<file path="src/rtl/tpu_pkg.sv">
// tpu_pkg
// Shared definitions for the TPU host sequencer: TPU op codes, sequencer
// state encoding, the matmul wait length and TPU address builders.
// Address layout (12 significant bits, op in [11:8]):
//   A/B write : row in [5:3]
//   C access  : row in [6:4], half in [3]
package tpu_pkg;

  localparam int TPU_DIM   = 8;
  // Idle cycles the sequencer waits for one systolic pass.
  localparam int MM_CYCLES = 4 * TPU_DIM;
  // One counter width covers every per-state count (16 C beats, 32 wait cycles).
  localparam int SEQ_CNT_W = $clog2(MM_CYCLES);

  localparam logic [3:0] OP_IDLE = 4'h0;
  localparam logic [3:0] OP_A    = 4'h1;
  localparam logic [3:0] OP_B    = 4'h2;
  localparam logic [3:0] OP_C    = 4'h3;
  localparam logic [3:0] OP_MM   = 4'h4;

  typedef enum logic [2:0] {
    S_IDLE,
    S_CLR_C,
    S_LOAD_A,
    S_LOAD_B,
    S_START,
    S_WAIT,
    S_READ_C,
    S_DONE
  } tpu_seq_state_t;

  // C half-row address: row in [6:4], half in [3].
  function automatic logic [11:0] c_addr(input logic [2:0] row, input logic half);
    return {OP_C, 1'b0, row, half, 3'b000};
  endfunction

  // A/B row write address: row in [5:3].
  function automatic logic [11:0] ab_addr(input logic [3:0] op, input logic [2:0] row);
    return {op, 2'b00, row, 3'b000};
  endfunction

endpackage

</file>
<file path="src/rtl/tpu_seq_addr_gen.sv">
// tpu_seq_addr_gen
// Per-state beat counter for the host sequencer. It is cleared on every
// state entry, steps on adv_i and flags the last beat of the current state.
// Ports:
//   clk, rst_n    clock, synchronous active-low reset
//   clr_i         restart the count at 0 (wins over adv_i)
//   adv_i         step to the next beat
//   last_idx_i    index of the final beat in the current state
//   row_ab_o      A/B row index (count[2:0])
//   row_c_o       C row index   (count[3:1])
//   half_o        C half select (count[0])
//   last_o        count equals last_idx_i
module tpu_seq_addr_gen
  import tpu_pkg::*;
#(
  parameter int CW = SEQ_CNT_W
) (
  input  logic          clk,
  input  logic          rst_n,
  input  logic          clr_i,
  input  logic          adv_i,
  input  logic [CW-1:0] last_idx_i,
  output logic [2:0]    row_ab_o,
  output logic [2:0]    row_c_o,
  output logic          half_o,
  output logic          last_o
);

  logic [CW-1:0] cnt_q;
  logic [CW-1:0] cnt_d;

  always_comb begin
    cnt_d = cnt_q;
    if (clr_i) begin
      cnt_d = '0;
    end else if (adv_i) begin
      cnt_d = cnt_q + CW'(1);
    end
  end

  always_ff @(posedge clk) begin
    if (!rst_n) begin
      cnt_q <= '0;
    end else begin
      cnt_q <= cnt_d;
    end
  end

  assign row_ab_o = cnt_q[2:0];
  assign row_c_o  = cnt_q[3:1];
  assign half_o   = cnt_q[0];
  assign last_o   = (cnt_q == last_idx_i);

endmodule

</file>
<file path="src/rtl/tpu_host_seq.sv">
// tpu_host_seq
// Host-side sequencer that runs one TPU matmul job per start: optional C
// clear, A/B row load from an input stream, matmul start, fixed wait, then
// C readback as half-row beats on an output stream.
// Build option: define TPU_SEQ_CLR_C_EN to include the C clear pass; without
// it C accumulates across jobs (chained K-blocked products).
// Ports:
//   clk, rst_n             clock, synchronous active-low reset
//   start                  job request, sampled in IDLE only
//   busy, done             job in progress / one-cycle end pulse
//   in_valid/ready/data    A then B rows, DIM beats each
//   out_valid/ready/data   C half-rows, 2*DIM beats
//   tpu_addr/r_w/wdata     TPU register port drive (combinational)
//   tpu_rdata              TPU read data, combinational from tpu_addr
module tpu_host_seq
  import tpu_pkg::*;
#(
  parameter int DIM     = 8,
  parameter int BITS_AB = 8,
  parameter int BITS_C  = 16,
  parameter int ADDRW   = 16,
  parameter int DATAW   = 64
) (
  input  logic             clk,
  input  logic             rst_n,
  input  logic             start,
  output logic             busy,
  output logic             done,
  input  logic             in_valid,
  output logic             in_ready,
  input  logic [DATAW-1:0] in_data,
  output logic             out_valid,
  input  logic             out_ready,
  output logic [DATAW-1:0] out_data,
  output logic [ADDRW-1:0] tpu_addr,
  output logic             tpu_r_w,
  output logic [DATAW-1:0] tpu_wdata,
  input  logic [DATAW-1:0] tpu_rdata
);

  tpu_seq_state_t state_q, state_d;

  logic                 cnt_clr;
  logic                 cnt_adv;
  logic                 cnt_last;
  logic [SEQ_CNT_W-1:0] last_idx;
  logic [2:0]           row_ab;
  logic [2:0]           row_c;
  logic                 half;

  // Element-wise views of the row/beat buses.
  logic [DATAW-1:0] in_row;
  logic [DATAW-1:0] c_beat;

  generate
    for (genvar gi = 0; gi < DIM; gi++) begin : g_ab_elem
      assign in_row[gi*BITS_AB +: BITS_AB] = in_data[gi*BITS_AB +: BITS_AB];
    end
    for (genvar gi = 0; gi < DIM / 2; gi++) begin : g_c_elem
      assign c_beat[gi*BITS_C +: BITS_C] = tpu_rdata[gi*BITS_C +: BITS_C];
    end
  endgenerate

  tpu_seq_addr_gen #(
    .CW(SEQ_CNT_W)
  ) u_addr_gen (
    .clk       (clk),
    .rst_n     (rst_n),
    .clr_i     (cnt_clr),
    .adv_i     (cnt_adv),
    .last_idx_i(last_idx),
    .row_ab_o  (row_ab),
    .row_c_o   (row_c),
    .half_o    (half),
    .last_o    (cnt_last)
  );

  // State register.
  always_ff @(posedge clk) begin
    if (!rst_n) begin
      state_q <= S_IDLE;
    end else begin
      state_q <= state_d;
    end
  end

  // Next state plus counter control. Any state change restarts the counter,
  // so the last-beat advance of a state never wraps into the next one.
  always_comb begin
    state_d  = state_q;
    cnt_adv  = 1'b0;
    last_idx = '0;
    case (state_q)
      S_IDLE: begin
        if (start) begin
`ifdef TPU_SEQ_CLR_C_EN
          state_d = S_CLR_C;
`else
          state_d = S_LOAD_A;
`endif
        end
      end
`ifdef TPU_SEQ_CLR_C_EN
      S_CLR_C: begin
        cnt_adv  = 1'b1;
        last_idx = SEQ_CNT_W'(2 * DIM - 1);
        if (cnt_last) state_d = S_LOAD_A;
      end
`endif
      S_LOAD_A: begin
        cnt_adv  = in_valid;
        last_idx = SEQ_CNT_W'(DIM - 1);
        if (in_valid && cnt_last) state_d = S_LOAD_B;
      end
      S_LOAD_B: begin
        cnt_adv  = in_valid;
        last_idx = SEQ_CNT_W'(DIM - 1);
        if (in_valid && cnt_last) state_d = S_START;
      end
      S_START: begin
        state_d = S_WAIT;
      end
      S_WAIT: begin
        cnt_adv  = 1'b1;
        last_idx = SEQ_CNT_W'(MM_CYCLES - 1);
        if (cnt_last) state_d = S_READ_C;
      end
      S_READ_C: begin
        cnt_adv  = out_ready;
        last_idx = SEQ_CNT_W'(2 * DIM - 1);
        if (out_ready && cnt_last) state_d = S_DONE;
      end
      S_DONE: begin
        state_d = S_IDLE;
      end
      default: begin
        state_d = S_IDLE;
      end
    endcase
  end

  assign cnt_clr = (state_d != state_q);

  // Outputs: everything defaults to the idle drive; only cycles that issue
  // a TPU transaction override it (a stalled load cycle issues none).
  always_comb begin
    busy      = (state_q != S_IDLE);
    done      = (state_q == S_DONE);
    in_ready  = 1'b0;
    out_valid = 1'b0;
    out_data  = '0;
    tpu_addr  = '0;
    tpu_r_w   = 1'b0;
    tpu_wdata = '0;
    case (state_q)
`ifdef TPU_SEQ_CLR_C_EN
      S_CLR_C: begin
        tpu_addr = ADDRW'(c_addr(row_c, half));
        tpu_r_w  = 1'b1;
      end
`endif
      S_LOAD_A: begin
        in_ready = 1'b1;
        if (in_valid) begin
          tpu_addr  = ADDRW'(ab_addr(OP_A, row_ab));
          tpu_r_w   = 1'b1;
          tpu_wdata = in_row;
        end
      end
      S_LOAD_B: begin
        in_ready = 1'b1;
        if (in_valid) begin
          tpu_addr  = ADDRW'(ab_addr(OP_B, row_ab));
          tpu_r_w   = 1'b1;
          tpu_wdata = in_row;
        end
      end
      S_START: begin
        tpu_addr = ADDRW'({OP_MM, 8'h00});
        tpu_r_w  = 1'b1;
      end
      S_READ_C: begin
        // Address follows the beat counter, so it holds while out_ready is low.
        tpu_addr  = ADDRW'(c_addr(row_c, half));
        out_valid = 1'b1;
        out_data  = c_beat;
      end
      default: begin
      end
    endcase
  end

endmodule

</file>
<file path="config.mk">
export PLATFORM = sky130hd
export DESIGN_NAME = tpu_host_seq
export DESIGN_NICKNAME = d
export VERILOG_FILES = /design/src/rtl/tpu_pkg.sv /design/src/rtl/tpu_seq_addr_gen.sv /design/src/rtl/tpu_host_seq.sv
export SDC_FILE = /design/constraint.sdc
export NUM_CORES = 1
export LEC_CHECK = 0
export ABC_AREA = 1
export BUFFER_PORTS_ARGS = -buffer_cell sky130_fd_sc_hd__buf_4
export CORE_AREA = 2 2 109 111
export CTS_BUF_LIST = sky130_fd_sc_hd__clkbuf_16
export DETAILED_ROUTE_END_ITERATION = 10
export DIE_AREA = 0 0 111 113
export PLACE_DENSITY = 0.53
export SKIP_LAST_GASP = 1
export SYNTH_ARGS = -nofsm -noshare
export SYNTH_HDL_FRONTEND = slang
export SYNTH_SLANG_ARGS = --single-unit
</file>
<file path="constraint.sdc">
create_clock -name clk -period 2.1 [get_ports clk]
set_input_delay 0.105 -clock clk [delete_from_list [all_inputs] [get_ports clk]]
set_output_delay 0.105 -clock clk [all_outputs]
set_load 0.01 [all_outputs]
</file>
==> flow_metrics.py, run 1 <==
metrics = {
    "synth": {
        "yosysWarnings": 0,
        "yosys.area_share.simple_pct": 57.0,
        "syn_avg_cell_area_um2": 4.73,
        "synth_area_um2": 1850,
        "yosys.area_share.adder_pct": 0.677,
        "synth_compound_area_share_pct": 5.07,
        "yosysSeqAreaShare_pct": 8.66,
        "synth_xor_area_share_pct": 1.89,
        "synth_cell_types": 30,
        "synth_seq_cells": 8,
        "synth_top_family_by_area": "simple AND/OR/NAND/NOR gates",
        "syn-instance-count": 391,
        "synthMuxAreaShare_pct": 0,
    },
    "die": {
        "die-area_um2": 12500,
        "die_x_um": 111,
        "initial_utilization_pct": 16.4,
        "die_h_um": 113,
        "fp-row-count": 39,
        "coreArea_um2": 11300,
        "io_pins": 282,
    },
    "placement": {
        "dp_cells": 786,
        "postPlaceCellArea_um2": 3970,
        "dp_slack_ns": 0.348,
        "dp_hpwl_um": 7850,
        "place_congestion": 0.809,
        "port_buffers": 272,
    },
    "sta": {
        "holdWs_ns": 0.125,
        "fin_crit_sh_pct": 91.0,
        "finClkSkew_ns": 0.00317,
        "setup_ws_ns": 0.189,
        "finalHoldViolations": 0,
        "max_freq_mhz": 523,
        "slew_headroom_pct": 56.5,
        "setup_viol": 0,
        "fin_setup_tns_ns": 0,
        "drv_slew": 0,
        "tightest_slew_ns": 0.653,
        "rsz0062_at_grt": "no",
        "period_needed_ns": 1.91,
    },
    "drt": {
        "final_antenna_net_count": 0,
        "first_iter_violations": 126,
        "wl_per_cell_um": 11.9,
        "via_per_inst": 3.87,
        "drc": 0,
        "routed_wl_um": 9390,
        "dr.pass1.iters": 4,
        "vias": 3057,
    },
    "pwr": {
        "p_per_area_nw_per_um2": 493,
        "p_clk_share_pct": 15.9,
        "p_int_uw": 1060,
        "p_comb_share_pct": 73.9,
        "p_sw_share_pct": 46.8,
        "switchingPower_uw": 932,
        "cellLeakagePower_uw": 0.00251,
        "sequentialPowerShare_pct": 10.3,
        "peakVddDrop_v": 0.000705,
    },
    "cts": {
        "postCtsSetupBuffers": 0,
        "htreeDepth": 1,
        "clk_pin_slew_ns": 0.04,
        "clk_path_buf_depth": 2,
        "cts_tree": "yes",
        "clk_latency_ns": 0.23,
        "clockRootBuffer": "clkbuf_16",
        "ctsHoldBuffers": 0,
        "cts_buffers": 3,
        "cts_num_sinks": 8,
        "cts_resized": 0,
    },
    "global_routing": {
        "antenna_found_initial": 0,
        "grt_pass1_vias": 2769,
        "grt-ovfl-total": 0,
        "grt_first_pass_wirelength_um": 13700,
        "grt_max_degree": 71,
        "track_usage_pct": 13.2,
    },
    "critical_path": {
        "critical_path_class": "register to output pin",
        "cp.required_ns": 2.00,
        "end_kind": "output pin",
        "crit_arrival_ns": 1.81,
        "critPathMaxFanout": 70,
        "worstSetupStartpointType": "register",
    },
    "hold_path": {
        "min_path_type": "input pin to register",
    },
    "finish": {
        "antenna_cells": 0,
        "area_growth_pct": 118,
        "layout_commonest_cell": "buf_4",
        "stdcell_count": 789,
        "nets": 782,
        "drive_gt1_share_pct": 47.2,
        "fin_area_um2": 4040,
        "final_cell_mix": "buf_4, nor2_1, inv_1",
    },
    "flow_run": {
        "cap_violations": 0,
    },
    "run_status": {
        "outcome": "complete, no violations",
    },
}
cell type report:
| cell class | count | area, µm² |
|---|---|---|
| sequential | 8 | 160 |
| multi-input combinational | 273 | 1230 |
| tap | 143 | 179 |
| fill | 1250 | 7230 |
| clock buffer | 3 | 75.1 |
| inverter | 86 | 325 |
| timing repair buffer | 276 | 2070 |
stage by stage:
stage / utilization, % / power, µW
finish: 35.8 / 1990
detailed placement: 35.2 / 1680
global placement: 35.2 / 1670
CTS: 35.8 / 2000
global route: 35.8 / 2150
floorplan: - / 1050
power by group through the flow:
stage	clock, µW	combinational, µW	sequential, µW
floorplan	0	845	200
global placement	0	1460	206
detailed placement	0	1470	207
CTS	324	1480	205
global route	328	1610	210
finish	316	1470	205
cell families (layout without fill, tap and decap cells):
family,count (synthesis),count (layout)
xor+xnor,4,4
compound gates,13,13
simple gates,246,246
fa+ha+maj,1,1
other cells,1,9
flops,8,8
buf+inv,118,365
synthesized netlist by cell type (all sizes together):
master	n	area [µm²]
xor2	4	35.0
conb	1	3.75
a21oi	9	56.3
dfxtp	8	160
nand3	12	95.1
buf	15	101
inv	86	325
clkbuf	17	63.8
o211ai	1	21.3
a31oi	1	6.26
nand3b	1	7.51
ha	1	12.5
o21ai	2	10.0
nand2	83	342
nand4	4	31.3
nor2	142	553
nor3	4	25.0
path summary, 6_finish.rpt:
kind,start,to,slack [ns],cells after the start
max,state_q[2]$_SDFF_PN0_,tpu_addr[9],0.19,4
min,rst_n,state_q[0]$_SDFF_PN0_,0.13,3
max reg2reg,state_q[2]$_SDFF_PN0_,u_addr_gen.cnt_q[1]$_SDFFE_PP0P_,0.33,11
min reg2reg,u_addr_gen.cnt_q[4]$_SDFFE_PP0P_,u_addr_gen.cnt_q[4]$_SDFFE_PP0P_,0.60,3
sequential cells by signal, indices dropped and copies added (netlist names):
| signal | cells |
|---|---|
| u_addr_gen.cnt_q | 5 |
| state_q | 3 |
worst max-delay path: stages (launching register included):
cell and delay (ns):
dfxtp_1 0.38, nand3_2 0.20, buf_4 0.57, o21ai_0 0.22
buf_4 0.20
layer usage:
| layer | up-vias | global-route usage (%) | wire [µm] |
|---|---|---|---|
| met5 | - | 0 | 0 |
| met4 | 0 | 2.00 | 84 |
| met3 | 8 | 2.84 | 592 |
| met2 | 132 | 26.5 | 5240 |
| met1 | 1316 | 14.2 | 3480 |
| li1 | 1601 | - | - |
No activity file was read; power rests on OpenSTA's default activity.
==> inputs of run 2 (changes only) <==
- CTS_BUF_LIST: sky130_fd_sc_hd__clkbuf_16 -> sky130_fd_sc_hd__clkbuf_4
==> flow_metrics.py, run 2 (same netlist as run 1, synthesis figures left out) <==
metrics = {
    "cts": {
        "postCtsSetupBuffers": 0,
        "clk_path_buf_depth": 2,
        "clockRootBuffer": "clkbuf_4",
        "cts_tree": "yes",
        "clk_latency_ns": 0.25,
        "ctsHoldBuffers": 0,
        "clk_pin_slew_ns": 0.05,
        "cts_buffers": 3,
        "htreeDepth": 1,
        "cts_num_sinks": 8,
        "cts_resized": 0,
    },
    "global_routing": {
        "grt_max_degree": 71,
        "antenna_found_initial": 0,
        "grt_pass1_vias": 2785,
        "track_usage_pct": 13.1,
        "grt_first_pass_wirelength_um": 13700,
        "grt-ovfl-total": 0,
    },
    "drt": {
        "routed_wl_um": 9370,
        "top_layer": "met4",
        "wl_met3_um": 578,
        "via_per_inst": 3.86,
        "met2_length_um": 5210,
        "wl_per_cell_um": 11.9,
        "vias": 3046,
        "first_iter_violations": 172,
        "drc": 0,
        "dr.pass1.iters": 4,
        "final_antenna_net_count": 0,
        "m1WireLength_um": 3480,
    },
    "pwr": {
        "cellLeakagePower_uw": 0.00249,
        "power_uw": 1790,
        "peakVddDrop_v": 0.000482,
        "p_per_area_nw_per_um2": 449,
    },
    "sta": {
        "slew_headroom_pct": 57.7,
        "max_freq_mhz": 516,
        "drv_slew": 0,
        "tightest_slew_ns": 0.635,
        "rsz0062_at_grt": "no",
        "fin_crit_sh_pct": 92.2,
        "fin_setup_tns_ns": 0,
        "finalHoldViolations": 0,
        "setup_viol": 0,
        "holdWs_ns": 0.107,
        "finClkSkew_ns": 0.00477,
        "period_needed_ns": 1.94,
    },
    "critical_path": {
        "cp.required_ns": 2.00,
        "crit-reg2reg-launch": "state_q[2]$_SDFF_PN0_",
        "worstSetupStartpointType": "register",
        "crit_arrival_ns": 1.83,
        "critical_path_class": "register to output pin",
        "end_kind": "output pin",
        "critPathMaxFanout": 65,
        "crit_start": "state_q[2]$_SDFF_PN0_",
    },
    "hold_path": {
        "min_from": "rst_n",
        "min_path_type": "input pin to register",
    },
    "placement": {
        "place_congestion": 0.809,
        "port_buffers": 272,
        "postPlaceCellArea_um2": 3970,
        "dp_hpwl_um": 7850,
    },
    "finish": {
        "fillers": 1255,
        "fin_area_um2": 3990,
        "regMostFlops": "u_addr_gen.cnt_q",
        "largestRegisters": "u_addr_gen.cnt_q (5), state_q (3)",
        "final_cell_mix": "buf_4, nor2_1, inv_1",
        "largest_reg_flops": 5,
        "nets": 782,
        "drive_gt1_share_pct": 47.2,
        "area_growth_pct": 116,
        "antenna_cells": 0,
        "layout_commonest_cell": "buf_4",
    },
    "die": {
        "coreArea_um2": 11300,
        "io_pins": 282,
        "die_h_um": 113,
        "initial_utilization_pct": 16.4,
        "fp-row-count": 39,
        "die_x_um": 111,
        "die-area_um2": 12500,
    },
    "run_status": {
        "outcome": "complete, no violations",
    },
    "flow_run": {
        "cap_violations": 0,
    },
}
[run 2: cell counts in the layout (fill, tap and decap cells not counted)]
Identical to the previous run, type by type.
[run 2: area by class of cell]
type / instances / area [µm²] / area share [%]
inverter: 86 / 325 / 8.15
timing repair buffer: 276 / 2080 / 52.0
tap: 143 / 179 / 4.48
sequential: 8 / 160 / 4.01
multi-input combinational: 273 / 1230 / 30.8
clock buffer: 3 / 22.5 / 0.564
[run 2: worst max-delay path: stages (launching register included)]
cell	delay, ns
dfxtp_1	0.49
inv_2	0.12
nand2_2	0.12
buf_4	0.52
nor2_1	0.10
buf_4	0.17
[run 2: path summary, 6_finish.rpt]
kind	to	slack (ns)	cells after the start
hold / removal	state_q[0]$_SDFF_PN0_	0.11	3
setup reg to reg	u_addr_gen.cnt_q[1]$_SDFFE_PP0P_	0.29	11
hold reg to reg	u_addr_gen.cnt_q[4]$_SDFFE_PP0P_	0.61	3
setup / recovery	tpu_wdata[23]	0.16	5
[run 2: per-layer routing]
metal | vias up | GRT usage, %
met5 | - | 0
met4 | 0 | 2.08
met3 | 10 | 2.84
met2 | 122 | 26.4
met1 | 1313 | 14.2
li1 | 1601 | -
[run 2: report_power, final]
part / internal [µW] / switching, µW
Combinational: 639 / 832
Sequential: 176 / 28.5
Clock: 65.3 / 50.8
[run 2: metrics by stage]
step | instances | utilization (%) | setup slack [ns]
2_1_floorplan | 399 | - | 0.546
3_3_place_gp | 786 | 35.2 | 0.408
3_5_place_dp | 786 | 35.2 | 0.348
4_1_cts | 789 | 35.4 | 0.125
5_1_grt | 789 | 35.4 | 0.0335
6_report | 789 | 35.4 | 0.163
==> inputs of run 3 (changes only) <==
- clock period: 2.1 -> 2 ns (I/O delays scaled with it)
==> flow_metrics.py, run 3 (same netlist as run 1, synthesis figures left out) <==
metrics = {
    "hold_path": {
        "min_path_type": "input pin to register",
        "hold_depth": 3,
        "whs_endpoint": "state_q[0]$_SDFF_PN0_",
        "min_from": "rst_n",
    },
    "global_routing": {
        "grt_pass1_vias": 2779,
        "grt_max_degree": 71,
        "grt-ovfl-total": 0,
        "track_usage_pct": 13.2,
        "grt_first_pass_wirelength_um": 13700,
        "antenna_found_initial": 0,
    },
    "critical_path": {
        "worstSetupStartpointType": "register",
        "r2r_end": "u_addr_gen.cnt_q[1]$_SDFFE_PP0P_",
        "crit-reg2reg-launch": "state_q[2]$_SDFF_PN0_",
        "r2r_cells": 11,
        "critical_path_class": "register to output pin",
        "end_kind": "output pin",
        "cp.required_ns": 1.90,
        "crit_arrival_ns": 1.69,
        "reg2reg_setup_slack_ns": 0.22,
        "critPathMaxFanout": 70,
    },
    "pwr": {
        "p_per_area_nw_per_um2": 470,
        "peakVddDrop_v": 0.000499,
        "cellLeakagePower_uw": 0.00250,
    },
    "finish": {
        "fin_util_pct": 35.5,
        "stdcell_count": 790,
        "fillers": 1239,
        "largestRegisters": "u_addr_gen.cnt_q (5), state_q (3)",
        "nets": 783,
        "largest_reg_flops": 5,
        "antenna_cells": 0,
        "final_cell_mix": "buf_4, nor2_1, inv_1",
        "drive_gt1_share_pct": 47.3,
        "regMostFlops": "u_addr_gen.cnt_q",
        "final-seq-area_um2": 160,
        "multiInputGateArea_um2": 1230,
        "layout_commonest_cell": "buf_4",
        "area_growth_pct": 116,
    },
    "die": {
        "coreArea_um2": 11300,
        "die-area_um2": 12500,
        "die_h_um": 113,
        "fp-row-count": 39,
        "io_pins": 282,
        "initial_utilization_pct": 16.4,
        "die_x_um": 111,
    },
    "cts": {
        "postCtsSetupBuffers": 0,
        "ctsHoldBuffers": 0,
        "cts_resized": 0,
        "cts_tree": "yes",
        "clockRootBuffer": "clkbuf_4",
        "cts_buffers": 3,
        "cts_num_sinks": 8,
        "clk_pin_slew_ns": 0.06,
        "clk_path_buf_depth": 2,
        "htreeDepth": 1,
        "clk_latency_ns": 0.25,
    },
    "sta": {
        "finalHoldViolations": 0,
        "setup_viol": 0,
        "fin_crit_sh_pct": 89.6,
        "fin_setup_tns_ns": 0,
        "rsz0062_at_grt": "no",
        "period_needed_ns": 1.79,
        "setup_ws_ns": 0.209,
        "drv_slew": 0,
        "max_freq_mhz": 558,
        "finClkSkew_ns": 0.0117,
    },
    "placement": {
        "dp_slack_ns": 0.253,
        "place_congestion": 0.804,
        "dp_hpwl_um": 7840,
        "port_buffers": 272,
        "dp_cells": 787,
    },
    "drt": {
        "drc": 0,
        "first_iter_violations": 118,
        "vias": 3019,
        "dr.pass1.iters": 4,
        "routed_wl_um": 9280,
        "final_antenna_net_count": 0,
        "wl_per_cell_um": 11.7,
        "via_per_inst": 3.82,
    },
    "run_status": {
        "outcome": "complete, no violations",
    },
    "flow_run": {
        "cap_violations": 0,
    },
}
==> run 3: worst max-delay path, cell delays in order (launching register included) <==
cell and delay [ns]:
dfxtp_1 0.49, nand3_2 0.23, buf_6 0.30, nor2_1 0.22, buf_4 0.16
==> run 3: power by group <==
part           switching, µW  internal [µW]  leakage (µW)
Clock                   57.3           68.8     0.0000138
Sequential              33.4            184     0.0000649
Combinational            862            677       0.00242
==> run 3: stage by stage <==
stage	hold WS, ns	total power, µW	area, µm²
after floorplan	0.198	1100	1880
after CTS	0.0748	1900	4000
after global routing	0.0824	2050	4000
after global placement	0.335	1750	3970
after detailed placement	0.330	1760	3970
final	0.0811	1880	4000
==> run 3: worst max-delay path by stage <==
stage	from	end	slack [ns]	depth (start not counted)
floorplan	state_q[0]$_SDFF_PN0_	u_addr_gen.cnt_q[0]$_SDFFE_PP0P_	0.45	13
global placement	state_q[2]$_SDFF_PN0_	u_addr_gen.cnt_q[0]$_SDFFE_PP0P_	0.31	11
detailed placement	state_q[2]$_SDFF_PN0_	u_addr_gen.cnt_q[1]$_SDFFE_PP0P_	0.25	11
CTS	state_q[2]$_SDFF_PN0_	tpu_wdata[61]	0.06	5
global route	state_q[2]$_SDFF_PN0_	u_addr_gen.cnt_q[1]$_SDFFE_PP0P_	0.05	11
finish	state_q[2]$_SDFF_PN0_	out_data[62]	0.21	4
==> run 3: layer usage <==
layer,GRT usage (%),routed length [µm]
met5,0,0
met4,2.00,73
met3,2.30,521
met2,26.0,5180
met1,15.0,3510
==> run 3: area by class of cell <==
type	instances	share of cell area (%)
clock buffer	3	0.563
inverter	86	8.13
multi-input combinational	273	30.7
tap	143	4.47
timing repair buffer	277	52.1
sequential	8	4.00
